**src/rtl/mole_pkg.sv**
```systemverilog
// Shared constants, state encoding and pattern helper for the mole spawner.
package mole_pkg;

  localparam int unsigned NUM_HOLES = 5;
  localparam logic [15:0] LFSR_TAPS = 16'hB400;
  localparam logic [NUM_HOLES-1:0] ZERO_SUB_PATTERN = 5'b00100;

  typedef enum logic [2:0] {IDLE, SPAWN, WAIT, GAP, DONE} state_e;

  // An all-zero draw would spawn an empty board, so it is replaced.
  function automatic logic [NUM_HOLES-1:0] spawnPattern(input logic [NUM_HOLES-1:0] raw);
    return (raw == '0) ? ZERO_SUB_PATTERN : raw;
  endfunction

endpackage

```
**src/rtl/mole_spawner_if.sv**
```systemverilog
// Load-side bus between the start control, the mole spawner and the mole board register.
interface mole_spawner_if;
  import mole_pkg::*;

  logic                 start;
  logic [NUM_HOLES-1:0] board_state;
  logic                 load;
  logic [NUM_HOLES-1:0] loadval;
  logic [7:0]           round_cnt;
  logic [7:0]           cleared_cnt;
  logic                 busy;
  logic                 done;

  modport master (
    input  start, board_state,
    output load, loadval, round_cnt, cleared_cnt, busy, done
  );

  modport slave (
    output start, board_state,
    input  load, loadval, round_cnt, cleared_cnt, busy, done
  );

endinterface

```
**src/rtl/lfsr16.sv**
```systemverilog
// Free-running 16-bit Galois LFSR, reusable for any pseudo-random event source.
module lfsr16 #(
  parameter logic [15:0] SEED = 16'hACE1
) (
  input  logic        clk,
  input  logic        rst_n,
  output logic [15:0] state_o
);
  import mole_pkg::*;

  logic [15:0] state_q;

  always_ff @(posedge clk or negedge rst_n) begin
    if (!rst_n) state_q <= SEED;
    else        state_q <= {1'b0, state_q[15:1]} ^ (state_q[0] ? LFSR_TAPS : 16'h0000);
  end

  assign state_o = state_q;

endmodule

```
**src/rtl/mole_spawner.sv**
```systemverilog
// Round controller: spawns random mole patterns, tracks clears/timeouts, ends after NUM_ROUNDS.
// Optional macro SPEEDUP_EN shortens the round timeout as the game progresses.
module mole_spawner #(
  parameter int unsigned TICKS_PER_ROUND = 50_000_000,
  parameter int unsigned GAP_TICKS       = 12_500_000,
  parameter int unsigned NUM_ROUNDS      = 30,
  parameter logic [15:0] LFSR_SEED       = 16'hACE1
) (
  input logic            clk,
  input logic            rst_n,
  mole_spawner_if.master bus
);
  import mole_pkg::*;

  localparam logic [31:0] LIMIT_FULL = 32'(TICKS_PER_ROUND);
  localparam logic [31:0] GAP_LAST   = 32'(GAP_TICKS - 1);

  state_e               state_q, state_d;
  logic [31:0]          timer_q, timer_d;
  logic                 load_q, load_d;
  logic [NUM_HOLES-1:0] loadval_q, loadval_d;
  logic [7:0]           roundCnt_q, roundCnt_d;
  logic [7:0]           clearedCnt_q, clearedCnt_d;
  logic                 busy_q, busy_d;
  logic                 done_q, done_d;
  logic                 roundOver;
  logic [31:0]          limit;
  logic [15:0]          lfsr;
  logic [10:0]          unusedLfsr;

  lfsr16 #(.SEED(LFSR_SEED)) u_lfsr (
    .clk    (clk),
    .rst_n  (rst_n),
    .state_o(lfsr)
  );

  assign unusedLfsr = lfsr[15:NUM_HOLES];

`ifdef SPEEDUP_EN
  localparam logic [31:0] LIMIT_STEP  = 32'(TICKS_PER_ROUND / 16);
  localparam logic [31:0] LIMIT_FLOOR = 32'(TICKS_PER_ROUND / 4);

  logic [31:0] limit_q, limit_d;

  always_ff @(posedge clk or negedge rst_n) begin
    if (!rst_n) limit_q <= LIMIT_FULL;
    else        limit_q <= limit_d;
  end

  assign limit = limit_q;
`else
  assign limit = LIMIT_FULL;
`endif

  // Outputs are derived from the next state so each one leaves a flop.
  always_comb begin
    state_d      = state_q;
    timer_d      = timer_q;
    load_d       = 1'b0;
    loadval_d    = loadval_q;
    roundCnt_d   = roundCnt_q;
    clearedCnt_d = clearedCnt_q;
    roundOver    = 1'b0;
`ifdef SPEEDUP_EN
    limit_d      = limit_q;
`endif
    unique case (state_q)
      IDLE, DONE: begin
        if (bus.start) begin
          state_d      = SPAWN;
          load_d       = 1'b1;
          loadval_d    = spawnPattern(lfsr[NUM_HOLES-1:0]);
          roundCnt_d   = 8'd1;
          clearedCnt_d = 8'd0;
`ifdef SPEEDUP_EN
          limit_d      = LIMIT_FULL;
`endif
        end
      end
      SPAWN: begin
        state_d = WAIT;
        timer_d = '0;
      end
      WAIT: begin
        timer_d = timer_q + 32'd1;
        // The board register lags the load by a cycle, so its first WAIT value is stale.
        if (timer_q != '0 && bus.board_state == '0) begin
          roundOver = 1'b1;
          if (clearedCnt_q != 8'hFF) clearedCnt_d = clearedCnt_q + 8'd1;
        end else if (timer_q == limit - 32'd1) begin
          roundOver = 1'b1;
        end
        if (roundOver) begin
          state_d   = GAP;
          timer_d   = '0;
          load_d    = 1'b1;
          loadval_d = '0;
`ifdef SPEEDUP_EN
          limit_d   = (limit_q - LIMIT_STEP < LIMIT_FLOOR) ? LIMIT_FLOOR : limit_q - LIMIT_STEP;
`endif
        end
      end
      GAP: begin
        timer_d = timer_q + 32'd1;
        if (timer_q == GAP_LAST) begin
          if (roundCnt_q < 8'(NUM_ROUNDS)) begin
            state_d    = SPAWN;
            load_d     = 1'b1;
            loadval_d  = spawnPattern(lfsr[NUM_HOLES-1:0]);
            roundCnt_d = roundCnt_q + 8'd1;
          end else begin
            state_d = DONE;
          end
        end
      end
      default: state_d = IDLE;
    endcase
    busy_d = (state_d == SPAWN) || (state_d == WAIT) || (state_d == GAP);
    done_d = (state_d == DONE);
  end

  always_ff @(posedge clk or negedge rst_n) begin
    if (!rst_n) begin
      state_q      <= IDLE;
      timer_q      <= '0;
      load_q       <= 1'b0;
      loadval_q    <= '0;
      roundCnt_q   <= '0;
      clearedCnt_q <= '0;
      busy_q       <= 1'b0;
      done_q       <= 1'b0;
    end else begin
      state_q      <= state_d;
      timer_q      <= timer_d;
      load_q       <= load_d;
      loadval_q    <= loadval_d;
      roundCnt_q   <= roundCnt_d;
      clearedCnt_q <= clearedCnt_d;
      busy_q       <= busy_d;
      done_q       <= done_d;
    end
  end

  assign bus.load        = load_q;
  assign bus.loadval     = loadval_q;
  assign bus.round_cnt   = roundCnt_q;
  assign bus.cleared_cnt = clearedCnt_q;
  assign bus.busy        = busy_q;
  assign bus.done        = done_q;

endmodule

```
**src/flat_wrapper.sv**
```systemverilog
// flat-port wrapper written by rule: the top's interface ports become plain ports
module mole_spawner_flat import mole_pkg::*;
#(
  parameter int unsigned TICKS_PER_ROUND = 50_000_000,
  parameter int unsigned GAP_TICKS       = 12_500_000,
  parameter int unsigned NUM_ROUNDS      = 30,
  parameter logic [15:0] LFSR_SEED       = 16'hACE1
)
  (clk, rst_n, bus_start, bus_board_state, bus_load, bus_loadval, bus_round_cnt, bus_cleared_cnt, bus_busy, bus_done);
  mole_spawner_if bus_i ();
  input logic clk;
  input logic rst_n;
  input wire logic [$bits(bus_i.start)-1:0] bus_start;
  input wire logic [$bits(bus_i.board_state)-1:0] bus_board_state;
  output wire logic [$bits(bus_i.load)-1:0] bus_load;
  output wire logic [$bits(bus_i.loadval)-1:0] bus_loadval;
  output wire logic [$bits(bus_i.round_cnt)-1:0] bus_round_cnt;
  output wire logic [$bits(bus_i.cleared_cnt)-1:0] bus_cleared_cnt;
  output wire logic [$bits(bus_i.busy)-1:0] bus_busy;
  output wire logic [$bits(bus_i.done)-1:0] bus_done;
  assign bus_i.start = bus_start;
  assign bus_i.board_state = bus_board_state;
  assign bus_load = bus_i.load;
  assign bus_loadval = bus_i.loadval;
  assign bus_round_cnt = bus_i.round_cnt;
  assign bus_cleared_cnt = bus_i.cleared_cnt;
  assign bus_busy = bus_i.busy;
  assign bus_done = bus_i.done;
  mole_spawner #(.TICKS_PER_ROUND(TICKS_PER_ROUND), .GAP_TICKS(GAP_TICKS), .NUM_ROUNDS(NUM_ROUNDS), .LFSR_SEED(LFSR_SEED)) u_core (.clk(clk), .rst_n(rst_n), .bus(bus_i));
endmodule
```
**config.mk**
```make
export PLATFORM = sky130hd
export DESIGN_NAME = mole_spawner_flat
export DESIGN_NICKNAME = d
export VERILOG_FILES = /design/src/rtl/mole_pkg.sv /design/src/rtl/mole_spawner_if.sv /design/src/rtl/lfsr16.sv /design/src/rtl/mole_spawner.sv /design/src/flat_wrapper.sv
export SDC_FILE = /design/constraint.sdc
export NUM_CORES = 1
export LEC_CHECK = 0
export ABC_AREA = 1
export ABC_CLOCK_PERIOD_IN_PS = 2640
export BUFFER_PORTS_ARGS = -buffer_cell sky130_fd_sc_hd__clkbuf_2
export CORE_ASPECT_RATIO = 1.2
export CORE_UTILIZATION = 65
export DETAILED_ROUTE_END_ITERATION = 12
export HOLD_SLACK_MARGIN = 0.02
export PLACE_DENSITY = 0.91
export REMOVE_ABC_BUFFERS = 1
export SETUP_SLACK_MARGIN = 0.3
export SLEW_MARGIN = 5
export SYNTH_ARGS = -nofsm -noshare
export SYNTH_HDL_FRONTEND = slang
export SYNTH_SLANG_ARGS = --single-unit
```
**constraint.sdc**
```tcl
create_clock -name clk -period 2.64 [get_ports clk]
set_input_delay 0.528 -clock clk [delete_from_list [all_inputs] [get_ports clk]]
set_output_delay 0.528 -clock clk [all_outputs]
set_load 0.02 [all_outputs]
```
==> results.tsv <==
metric	value	unit
n_diodes	0	
Clock Path Buffers	2	
buffers and inverters on the worst path	2	
core area	6410	µm²
Syn Std Cell Area	4290	µm²
maximum number of pins on one net before global-route repair	76	
CP max-delay cell	dfrtp_1	
Die Y	91	µm
Reg power frac	0.415	
RSZ-0062 raised after global routing	false	
Boundary Pins	32	
CTS Root Cell	clkbuf_8	
sequential area share after synthesis	0.440	
post-layout min period	2100	ps
pwr dens	683	nW/µm²
Worst Skew	9.25	ps
Synth warnings	0	
layout cells sized above 1	0.145	
Max Cap Violations	0	
Net Switching	1.34	mW
clock-pin slew on the worst setup and hold paths	90	ps
Worst Path Max Fanout	12	
Synth Register Bits	75	
top achievable clock speed	477	MHz
effective utilization at floorplan	0.670	
vias in the first global route	3853	
port bufs	31	
antenna viol nets, final	0	
post-route setup slack	545	ps
Synth Instances	571	
final setup violation count	0	
# hold bufs at CTS	0	
Tcrit/Tclk final	0.794	
Internal Dissipation	1.86	mW
switch share	0.419	
row count	32	
wire per inst	15.2	µm
synth top area cells	dfrtp_1, nand2_1, nor2_1, dfstp_2, xor2_1	
DRC Markers	0	
critical path type	flop to flop	
Worst VDD drop	365	µV
P&R area growth vs syn	9.19	%
worst hold path class	input port to async pin	
Crit path top cell by count	nand2_1	
full die area	6930	µm²
total track usage	0.333	
antenna violations before repair	0	
GRT overflow	0	
max incr delay on CP	460	ps
WP data arrival	2380	ps
Worst slew margin	0.569	
Final Total Pwr	3.20	mW
Final Slew Violations	0	
TritonCTS clock tree	built	
most common cell after layout, fill and taps aside	nand2_1	
worst-path cell chain	inv_1, nand2_1, nor2_4, inv_1, a31oi_1, nand2_2, nand2_2, nand2_1, nand2_1	
htree depth	3	
Top Family by Delay on Critical Path	simple AND/OR/NAND/NOR gates	
Crit path required time	2930	ps
detailed-route via count	3843	
DR iter-0 viols	262	
worst-margin pin slew	646	ps
Vias per Instance	5.55	
Skew-Pair Late Insertion Delay	360	ps
Fin Setup TNS	0	ps
DRT Wirelength	10.5	mm
hpwl dp	7.87	mm
# nets final	615	
status	completed	
post_cts resized	0	
Critical Path Sink Type	flop	
share of the synthesized area in the top cell type	0.391	
Comb power frac	0.314	
most frequent cells in the layout	nand2_1, nor2_1, dfrtp_1, inv_1, nand3_1	
post-synth top area cell	dfrtp_1	
Avg Cell Area, Syn	7.51	µm²
Setup WS pre-CTS	561	ps
Die Wd	76.2	µm
Setup crit start kind	flop	
P_leak	2.42	nW
final core occ	0.731	
Clock power frac	0.271	
global-route wire length before repair	17.8	mm
CTS Buf Count	9	
drt pass-1 iters	5	
post-CTS setup buffer count	0	
Final Hold Vio Count	0	
RD Place Congestion	1.02	
Num Clock Sinks	75	
fillcell total	521	
post-synth cell types	33	
## flip-flops by register name, indices dropped and copies added (netlist names)
register,count
u_core.timer_q,32
u_core.u_lfsr.state_o,16
u_core.bus.cleared_cnt,8
u_core.bus.round_cnt,8
u_core.bus.loadval,5
u_core.state_q,3
u_core.bus.busy,1
u_core.bus.done,1
u_core.bus.load,1
## final cells by class
| class | instances | area [µm²] | share of cell area |
|---|---|---|---|
| Clock inverter | 7 | 70.1 | 0.0150 |
| Multi-Input combinational cell | 439 | 2150 | 0.458 |
| Inverter | 45 | 169 | 0.0361 |
| Timing Repair Buffer | 33 | 183 | 0.0390 |
| Tap cell | 85 | 106 | 0.0227 |
| Sequential cell | 75 | 1890 | 0.403 |
| Clock buffer | 9 | 124 | 0.0264 |
## metal layers
layer  wire [µm]  vias to the layer above  track usage  part of all wire
met5           0                        -            0                 0
met2        5710                      128        0.612              0.54
met3         500                       28       0.0653             0.047
li1            -                     1850            -                 -
met4         313                        0        0.165             0.030
met1        4010                     1837        0.365              0.38
## cell families after synthesis
family | Yosys count | synth area share
adder cells (fa/ha/maj) | 4 | 0.0117
XOR/XNOR | 28 | 0.0572
AND/OR/NAND/NOR | 388 | 0.398
flip-flops | 75 | 0.440
buffers and inverters | 57 | 0.0601
AO/OA/AOI/OAI | 19 | 0.0330
## power by group through the flow
stage	clock network [mW]	registers [mW]	logic (mW)
floorplan	0	1.38	0.653
global placement	0	1.34	0.954
detailed placement	0	1.35	1.01
CTS	0.884	1.33	1.01
global route	0.924	1.34	1.11
finish	0.867	1.33	1.00
## stage by stage
step           cells  instance area [µm²]  hold WS, ps
2_1_floorplan    559                 4200          232
3_3_place_gp     677                 4490          336
3_5_place_dp     677                 4490          340
4_1_cts          693                 4680          194
5_1_grt          693                 4680          220
6_report         693                 4680          174
## worst register-to-register path, cell delays in order (launching register included)
cell and delay (ps):
dfrtp_1 460, inv_1 130, nand2_1 120, nor2_4 190, inv_1 230, a31oi_1 290, nand2_2 200, nand2_2 200
nand2_1 80, nand2_1 120
## final timing paths
path	startpoint	cells after the start	end	slack (ps)
setup / recovery	u_core.state_q[2]$_DFF_PN0_	9	u_core.bus.cleared_cnt[3]$_DFFE_PN0P_	540
hold / removal	rst_n	2	u_core.bus.round_cnt[2]$_DFFE_PN0P_	170
setup reg to reg	u_core.state_q[2]$_DFF_PN0_	9	u_core.bus.cleared_cnt[3]$_DFFE_PN0P_	540
hold reg to reg	u_core.u_lfsr.state_o[9]$_DFF_PN0_	0	u_core.u_lfsr.state_o[8]$_DFF_PN0_	360
max in group asynchronous	rst_n	2	u_core.u_lfsr.state_o[15]$_DFF_PN1_	2110
min in group clk	u_core.u_lfsr.state_o[9]$_DFF_PN0_	0	u_core.u_lfsr.state_o[8]$_DFF_PN0_	360
## synthesized netlist by cell type
master / instances
nor3_1: 13
nand4_1: 9
nand2_2: 4
nor2_1: 89
o41ai_1: 2
buf_6: 3
nor4_1: 1
nand3_4: 2
buf_2: 4
nor2_2: 3
nand3_1: 32
dfstp_2: 8
or2_2: 4
nand2_4: 2
dfrtp_1: 67
nand3_2: 10
nand2_1: 212
xnor2_1: 6
nand3b_1: 1
and3_1: 1
a31oi_1: 3
clkbuf_1: 4
o21ai_0: 1
o21ai_4: 2
ha_1: 4
a21o_1: 5
o21ai_1: 3
and2_1: 1
xor2_1: 22
a21oi_1: 3
buf_12: 1
inv_1: 45
nor2_4: 4
Power figures use the tool's default switching activity.
